**src/rtl/gate_seq_pkg.sv**
```systemverilog
// Shared types and helpers for the gate vector sequencer.
//   op_e          : expected gate function selector
//   state_t/ST_*  : sequencer FSM encoding
//   gate_expected : reference truth table for one vector
package gate_seq_pkg;

  localparam int unsigned OP_W     = 2;
  localparam int unsigned VEC_W    = 2;
  localparam int unsigned SETTLE_W = 4;
  localparam int unsigned PASS_W   = 8;
  localparam int unsigned STATE_W  = 3;

  typedef enum logic [OP_W-1:0] {
    OP_OR  = 2'd0,
    OP_AND = 2'd1,
    OP_XOR = 2'd2,
    OP_NOR = 2'd3
  } op_e;

  typedef logic [STATE_W-1:0] state_t;

  localparam state_t ST_IDLE   = 3'd0;
  localparam state_t ST_DRIVE  = 3'd1;
  localparam state_t ST_SETTLE = 3'd2;
  localparam state_t ST_SAMPLE = 3'd3;
  localparam state_t ST_DONE   = 3'd4;

  // Expected gate output for inputs a,b under the selected function.
  function automatic logic gate_expected(op_e op, logic a, logic b);
    logic y;
    case (op)
      OP_OR:   y = a | b;
      OP_AND:  y = a & b;
      OP_XOR:  y = a ^ b;
      OP_NOR:  y = ~(a | b);
      default: y = 1'b0;
    endcase
    return y;
  endfunction

endpackage

```
**src/rtl/gate_vector_sequencer_if.sv**
```systemverilog
// Host/gate-side bundle of the gate vector sequencer.
//   start, op          : run request and expected function (host -> sequencer)
//   gate_a, gate_b     : vector driven onto the gate under test
//   gate_y             : gate output under test
//   busy, done, pass   : run status
//   err_count, first_fail_vec, first_fail_valid : run report
// master: host side (issues start, supplies gate_y); slave: sequencer.
interface gate_vector_sequencer_if #(
  parameter int unsigned ERR_W = 8
);
  logic             start;
  logic [1:0]       op;
  logic             gate_a;
  logic             gate_b;
  logic             gate_y;
  logic             busy;
  logic             done;
  logic             pass;
  logic [ERR_W-1:0] err_count;
  logic [1:0]       first_fail_vec;
  logic             first_fail_valid;

  modport master (
    output start, op, gate_y,
    input  gate_a, gate_b, busy, done, pass, err_count, first_fail_vec, first_fail_valid
  );

  modport slave (
    input  start, op, gate_y,
    output gate_a, gate_b, busy, done, pass, err_count, first_fail_vec, first_fail_valid
  );
endinterface

```
**src/rtl/gate_vector_sequencer.sv**
```systemverilog
// Sweeps all four {a,b} vectors onto an external 2-input gate, waits
// SETTLE_CYCLES, samples gate_y and checks it against the selected function.
// Ports:
//   clk   : rising-edge clock
//   rst_n : synchronous active-low reset
//   bus   : gate_vector_sequencer_if.slave (start/op in, gate drive, report out)
module gate_vector_sequencer
  import gate_seq_pkg::*;
#(
  parameter int unsigned SETTLE_CYCLES = 2,
  parameter int unsigned PASSES        = 1,
  parameter int unsigned ERR_W         = 8
) (
  input  logic                    clk,
  input  logic                    rst_n,
  gate_vector_sequencer_if.slave  bus
);

  localparam logic [ERR_W-1:0]    ERR_MAX     = {ERR_W{1'b1}};
  localparam logic [SETTLE_W-1:0] SETTLE_INIT = SETTLE_W'(SETTLE_CYCLES - 1);
  localparam logic [PASS_W-1:0]   LAST_PASS   = PASS_W'(PASSES - 1);
  localparam logic [VEC_W-1:0]    LAST_VEC    = 2'd3;

  state_t              state_q, state_d;
  op_e                 op_q, op_d;
  logic [VEC_W-1:0]    vec_q, vec_d;
  logic [PASS_W-1:0]   pass_idx_q, pass_idx_d;
  logic [SETTLE_W-1:0] settle_q, settle_d;
  logic                gate_a_q, gate_a_d;
  logic                gate_b_q, gate_b_d;
  logic                busy_q, busy_d;
  logic                done_q, done_d;
  logic                pass_q, pass_d;
  logic [ERR_W-1:0]    err_q, err_d;
  logic [1:0]          ffvec_q, ffvec_d;
  logic                ffvalid_q, ffvalid_d;

  logic                mismatch_c;
  logic [ERR_W-1:0]    err_inc_c;

  // 4-state compare so an X/Z gate output is flagged as a mismatch.
  assign mismatch_c = (bus.gate_y !== gate_expected(op_q, gate_a_q, gate_b_q));
  assign err_inc_c  = (err_q == ERR_MAX) ? err_q : err_q + ERR_W'(1);

  // Next-state and report logic.
  always_comb begin
    state_d    = state_q;
    op_d       = op_q;
    vec_d      = vec_q;
    pass_idx_d = pass_idx_q;
    settle_d   = settle_q;
    gate_a_d   = gate_a_q;
    gate_b_d   = gate_b_q;
    busy_d     = busy_q;
    done_d     = done_q;
    pass_d     = pass_q;
    err_d      = err_q;
    ffvec_d    = ffvec_q;
    ffvalid_d  = ffvalid_q;

    case (state_q)
      ST_IDLE, ST_DONE: begin
        if (bus.start) begin
          op_d       = op_e'(bus.op);
          err_d      = '0;
          ffvec_d    = '0;
          ffvalid_d  = 1'b0;
          done_d     = 1'b0;
          pass_d     = 1'b0;
          vec_d      = '0;
          pass_idx_d = '0;
          busy_d     = 1'b1;
          state_d    = ST_DRIVE;
        end
      end
      ST_DRIVE: begin
        gate_a_d = vec_q[1];
        gate_b_d = vec_q[0];
        settle_d = SETTLE_INIT;
        state_d  = ST_SETTLE;
      end
      ST_SETTLE: begin
        // Entered at SETTLE_CYCLES-1, so residency is exactly SETTLE_CYCLES.
        if (settle_q == '0) begin
          state_d = ST_SAMPLE;
        end else begin
          settle_d = settle_q - SETTLE_W'(1);
        end
      end
      ST_SAMPLE: begin
        if (mismatch_c) begin
          err_d = err_inc_c;
          if (!ffvalid_q) begin
            ffvec_d   = {gate_a_q, gate_b_q};
            ffvalid_d = 1'b1;
          end
        end
        if (vec_q != LAST_VEC) begin
          vec_d   = vec_q + VEC_W'(1);
          state_d = ST_DRIVE;
        end else if (pass_idx_q != LAST_PASS) begin
          vec_d      = '0;
          pass_idx_d = pass_idx_q + PASS_W'(1);
          state_d    = ST_DRIVE;
        end else begin
          busy_d  = 1'b0;
          done_d  = 1'b1;
          pass_d  = (err_d == '0);
          state_d = ST_DONE;
        end
      end
      default: begin
        state_d = ST_IDLE;
      end
    endcase
  end

  // State and output registers.
  always_ff @(posedge clk) begin
    if (!rst_n) begin
      state_q    <= ST_IDLE;
      op_q       <= OP_OR;
      vec_q      <= '0;
      pass_idx_q <= '0;
      settle_q   <= '0;
      gate_a_q   <= 1'b0;
      gate_b_q   <= 1'b0;
      busy_q     <= 1'b0;
      done_q     <= 1'b0;
      pass_q     <= 1'b0;
      err_q      <= '0;
      ffvec_q    <= '0;
      ffvalid_q  <= 1'b0;
    end else begin
      state_q    <= state_d;
      op_q       <= op_d;
      vec_q      <= vec_d;
      pass_idx_q <= pass_idx_d;
      settle_q   <= settle_d;
      gate_a_q   <= gate_a_d;
      gate_b_q   <= gate_b_d;
      busy_q     <= busy_d;
      done_q     <= done_d;
      pass_q     <= pass_d;
      err_q      <= err_d;
      ffvec_q    <= ffvec_d;
      ffvalid_q  <= ffvalid_d;
    end
  end

  assign bus.gate_a           = gate_a_q;
  assign bus.gate_b           = gate_b_q;
  assign bus.busy             = busy_q;
  assign bus.done             = done_q;
  assign bus.pass             = pass_q;
  assign bus.err_count        = err_q;
  assign bus.first_fail_vec   = ffvec_q;
  assign bus.first_fail_valid = ffvalid_q;

endmodule
```
**src/flat_wrapper.sv**
```systemverilog
// flat-port wrapper written by rule: the top's interface ports become plain ports
module gate_vector_sequencer_flat import gate_seq_pkg::*;
#(
  parameter int unsigned SETTLE_CYCLES = 2,
  parameter int unsigned PASSES        = 1,
  parameter int unsigned ERR_W         = 8
)
  (clk, rst_n, bus_start, bus_op, bus_gate_y, bus_gate_a, bus_gate_b, bus_busy, bus_done, bus_pass, bus_err_count, bus_first_fail_vec, bus_first_fail_valid);
  gate_vector_sequencer_if #(.ERR_W(ERR_W)) bus_i ();
  input  logic clk;
  input  logic rst_n;
  input wire logic [$bits(bus_i.start)-1:0] bus_start;
  input wire logic [$bits(bus_i.op)-1:0] bus_op;
  input wire logic [$bits(bus_i.gate_y)-1:0] bus_gate_y;
  output wire logic [$bits(bus_i.gate_a)-1:0] bus_gate_a;
  output wire logic [$bits(bus_i.gate_b)-1:0] bus_gate_b;
  output wire logic [$bits(bus_i.busy)-1:0] bus_busy;
  output wire logic [$bits(bus_i.done)-1:0] bus_done;
  output wire logic [$bits(bus_i.pass)-1:0] bus_pass;
  output wire logic [$bits(bus_i.err_count)-1:0] bus_err_count;
  output wire logic [$bits(bus_i.first_fail_vec)-1:0] bus_first_fail_vec;
  output wire logic [$bits(bus_i.first_fail_valid)-1:0] bus_first_fail_valid;
  assign bus_i.start = bus_start;
  assign bus_i.op = bus_op;
  assign bus_i.gate_y = bus_gate_y;
  assign bus_gate_a = bus_i.gate_a;
  assign bus_gate_b = bus_i.gate_b;
  assign bus_busy = bus_i.busy;
  assign bus_done = bus_i.done;
  assign bus_pass = bus_i.pass;
  assign bus_err_count = bus_i.err_count;
  assign bus_first_fail_vec = bus_i.first_fail_vec;
  assign bus_first_fail_valid = bus_i.first_fail_valid;
  gate_vector_sequencer #(.SETTLE_CYCLES(SETTLE_CYCLES), .PASSES(PASSES), .ERR_W(ERR_W)) u_core (.clk(clk), .rst_n(rst_n), .bus(bus_i));
endmodule
```
**config.mk**
```make
export PLATFORM = sky130hd
export DESIGN_NAME = gate_vector_sequencer_flat
export DESIGN_NICKNAME = d
export VERILOG_FILES = /design/src/rtl/gate_seq_pkg.sv /design/src/rtl/gate_vector_sequencer_if.sv /design/src/rtl/gate_vector_sequencer.sv /design/src/flat_wrapper.sv
export SDC_FILE = /design/constraint.sdc
export NUM_CORES = 1
export LEC_CHECK = 0
export ABC_AREA = 1
export CORE_UTILIZATION = 60
export CTS_BUF_LIST = sky130_fd_sc_hd__clkbuf_16
export DETAILED_ROUTE_END_ITERATION = 6
export PLACE_DENSITY = 0.84
export SYNTH_ARGS = -nofsm -noshare
export SYNTH_HDL_FRONTEND = slang
export SYNTH_SLANG_ARGS = --single-unit
```
**constraint.sdc**
```tcl
create_clock -name clk -period 3.1 [get_ports clk]
set_input_delay 0.62 -clock clk [delete_from_list [all_inputs] [get_ports clk]]
set_output_delay 0.62 -clock clk [all_outputs]
set_load 0.005 [all_outputs]
```
==> impl_metrics.json <==
{
  "status": "finished, final reports clean",
  "cts_buffer_depth": 2,
  "syn_to_final_growth_pct": 18.8,
  "grt_max_degree": 14,
  "cts_num_sinks": 35,
  "routabilityCongestion": 0.883,
  "r2r-start": "u_core.bus.err_count[0]$_SDFFE_PN0P_",
  "cts_hold_buf": 0,
  "die_h_microns": 60.2,
  "tightest_slew_ps": 496,
  "cp_cell_sequence": "clkdlybuf4s50_1",
  "viasPerCell": 5.29,
  "cts_tree": "yes",
  "num_io_pins": 22,
  "startpoint_type": "flip-flop",
  "critPathMaxStageDelay_ps": 570,
  "antenna_found_initial": 0,
  "intPower_mw": 0.964,
  "cts_root_buf": "clkbuf_16",
  "drtIter0Drc": 116,
  "fin_crit_sh_pct": 63.1,
  "hp-start": "u_core.bus.first_fail_vec[0]$_SDFFE_PN0P_",
  "final_cell_mix": "79 x nand2_1, 35 x dfxtp_1, 33 x inv_1",
  "clk_pin_slew_ps": 50,
  "finalCriticalPeriod_ps": 1960,
  "synth.distinct_cells": 33,
  "yosysWarnings": 0,
  "clock_skew_ps": 1.66,
  "min_to": "u_core.bus.first_fail_vec[0]$_SDFFE_PN0P_",
  "end_kind": "output port",
  "gr-total-overflow": 0,
  "hold_path.class": "flip-flop to flip-flop",
  "track_usage_pct": 28.5,
  "synthMuxAreaShare_pct": 0,
  "yosysSeqAreaShare_pct": 34.5,
  "grt_pass1_wl_microns": 7650,
  "crit_fanout": 8,
  "worst-setup-path-type": "flip-flop to output port",
  "postSynthAreaPerCell_sq_um": 6.82,
  "fp.dieW_microns": 60.2,
  "maxCapViolCount": 0,
  "dieArea_sq_um": 3630,
  "synth_compound_area_share_pct": 12.0,
  "p_per_area_nw_per_um2": 620,
  "synth_top_area_share_pct": 34.5,
  "layout_commonest_cell": "nand2_1",
  "holdWs_ps": 459,
  "synth_top_family_by_area": "simple AND/OR/NAND/NOR gates",
  "rsz0062_at_grt": "no",
  "drc": 0,
  "synthAdderAreaFrac_pct": 4.92,
  "crit_arrival_ps": 1340,
  "layout.nets": 336,
  "clkPwrFrac_pct": 31.8,
  "grt_pass1_vias": 1786,
  "cts_setup_buffers": 0,
  "wirelength_microns": 4490,
  "r2r_end": "u_core.bus.pass$_SDFFE_PN0P_",
  "antenna_cells": 0,
  "nFillCells": 251,
  "crit_required_ps": 2480,
  "synthXorXnorAreaFrac_pct": 1.29,
  "critPathTopFamily": "buffers and inverters",
  "via_count": 1941,
  "synth_area_sq_um": 2030,
  "swShare_pct": 35.5,
  "coreArea_sq_um": 3130,
  "slew-limit-headroom_pct": 66.9,
  "fp-row-count": 20,
  "clk_latency_ps": 280,
  "setup_violations": 0,
  "seq_power_share_pct": 36.7,
  "dpl.hpwl_microns": 3300,
  "cts.repair.resized": 0,
  "switchingPower_mw": 0.532,
  "synth-simple-area-share_pct": 38.0,
  "synth_top_area_cell": "dfxtp_1",
  "slew_viol_final": 0,
  "min_path_cells": 2,
  "hold_viol": 0,
  "critPathBufInv": 1,
  "wire_per_inst_microns": 12.2,
  "syn-num-nets": 312,
  "synthTopCellsByArea": "dfxtp_1 34%, nand2_1 15%, a21oi_1 7.1%",
  "pwr-share-comb_pct": 31.5,
  "initial_core_util_pct": 65.0,
  "cts_buffers": 5,
  "p_leak_nw": 1.02,
  "htree_levels": 2,
  "ir_drop_mv": 0.497,
  "critPathSlowestCell": "clkdlybuf4s50_1",
  "clock.fmax_mhz": 511,
  "portBuffers": 21,
  "ff2ff_setup_slack_ps": 1180,
  "startpoint": "u_core.bus.err_count[2]$_SDFFE_PN0P_",
  "syn_inst": 298,
  "firstDrtPassIters": 5,
  "drive_gt1_share_pct": 10.8,
  "multi_input_area_sq_um": 1140,
  "postRouteAntennaNets": 0,
  "seqCellArea_sq_um": 701,
  "r2r_cells": 13,
  "setup_tns_ps": 0,
  "ys_seq_elements": 35
}
==> power groups by stage <==
stage          Clock [mW]  Combinational (mW)  Sequential [mW]
2_1_floorplan           0               0.349            0.552
3_3_place_gp            0               0.441            0.557
3_5_place_dp            0               0.460            0.559
4_1_cts             0.478               0.471            0.550
5_1_grt             0.496               0.534            0.559
6_report            0.476               0.471            0.549
==> area by class of cell <==
cell class	count	area share, %
Tap cell	44	2.28
Clock buffer	5	5.18
Timing Repair Buffer	22	9.02
Multi-Input combinational cell	217	47.3
Clock inverter	3	0.622
Sequential cell	35	29.0
Inverter	41	6.58
==> synthesized netlist by cell type, drive strengths merged <==
cell     n
inv     40
xnor2    1
nand2   87
dfxtp   35
nand4    6
a31oi    1
o21a     1
nor2    34
a21oi   29
o211ai   1
nor3     6
or2      2
ha       8
clkbuf   3
clkinv   1
o31ai    1
nand3   25
a22oi    1
buf      2
a21boi   1
o21ai   11
xor2     2
==> cells by family (layout without fill, tap and decap cells) <==
logic type,Yosys count,in the layout
and+or+nand+nor,160,160
DFF,35,35
buffers and inverters,46,71
xor gates and xnor gates,3,3
AOI/OAI and AO/OA,46,46
adders and majority gates,8,8
==> routing by layer <==
layer  track usage [%]  part of all wire [%]
met5                 0                     0
met4              9.97                   1.5
met3              5.41                   4.0
met2              46.5                    48
met1              37.2                    46
==> registers in the layout, indices dropped and copies added (netlist names) <==
signal and cells:
u_core.bus.err_count 8, u_core.pass_idx_q 8, u_core.settle_q 4, u_core.state_q 3, u_core.bus.first_fail_vec 2, u_core.op_q 2, u_core.vec_q 2, u_core.bus.busy 1
u_core.bus.done 1, u_core.bus.first_fail_valid 1, u_core.bus.gate_a 1, u_core.bus.gate_b 1, u_core.bus.pass 1
==> worst max-delay path by stage <==
stage	end	depth (start not counted)
finish	bus_err_count[2]	1
global route	u_core.bus.pass$_SDFFE_PN0P_	15
CTS	bus_err_count[2]	1
detailed placement	u_core.bus.first_fail_valid$_SDFFE_PN0P_	4
global placement	u_core.bus.pass$_SDFFE_PN0P_	11
floorplan	u_core.bus.pass$_SDFFE_PN0P_	15
==> metrics by stage <==
step / worst slack, ps / total power [mW] / util [%] / cells / cell area, sq um
floorplan: 1410 / 0.901 / - / 298 / 2030
global placement: 1070 / 0.998 / 72.7 / 359 / 2270
detailed placement: 1030 / 1.02 / 72.7 / 359 / 2270
CTS: 1140 / 1.50 / 77.2 / 367 / 2410
global route: 985 / 1.59 / 77.2 / 367 / 2410
finish: 1140 / 1.50 / 77.2 / 367 / 2410
(Power assumes the default switching activity.)
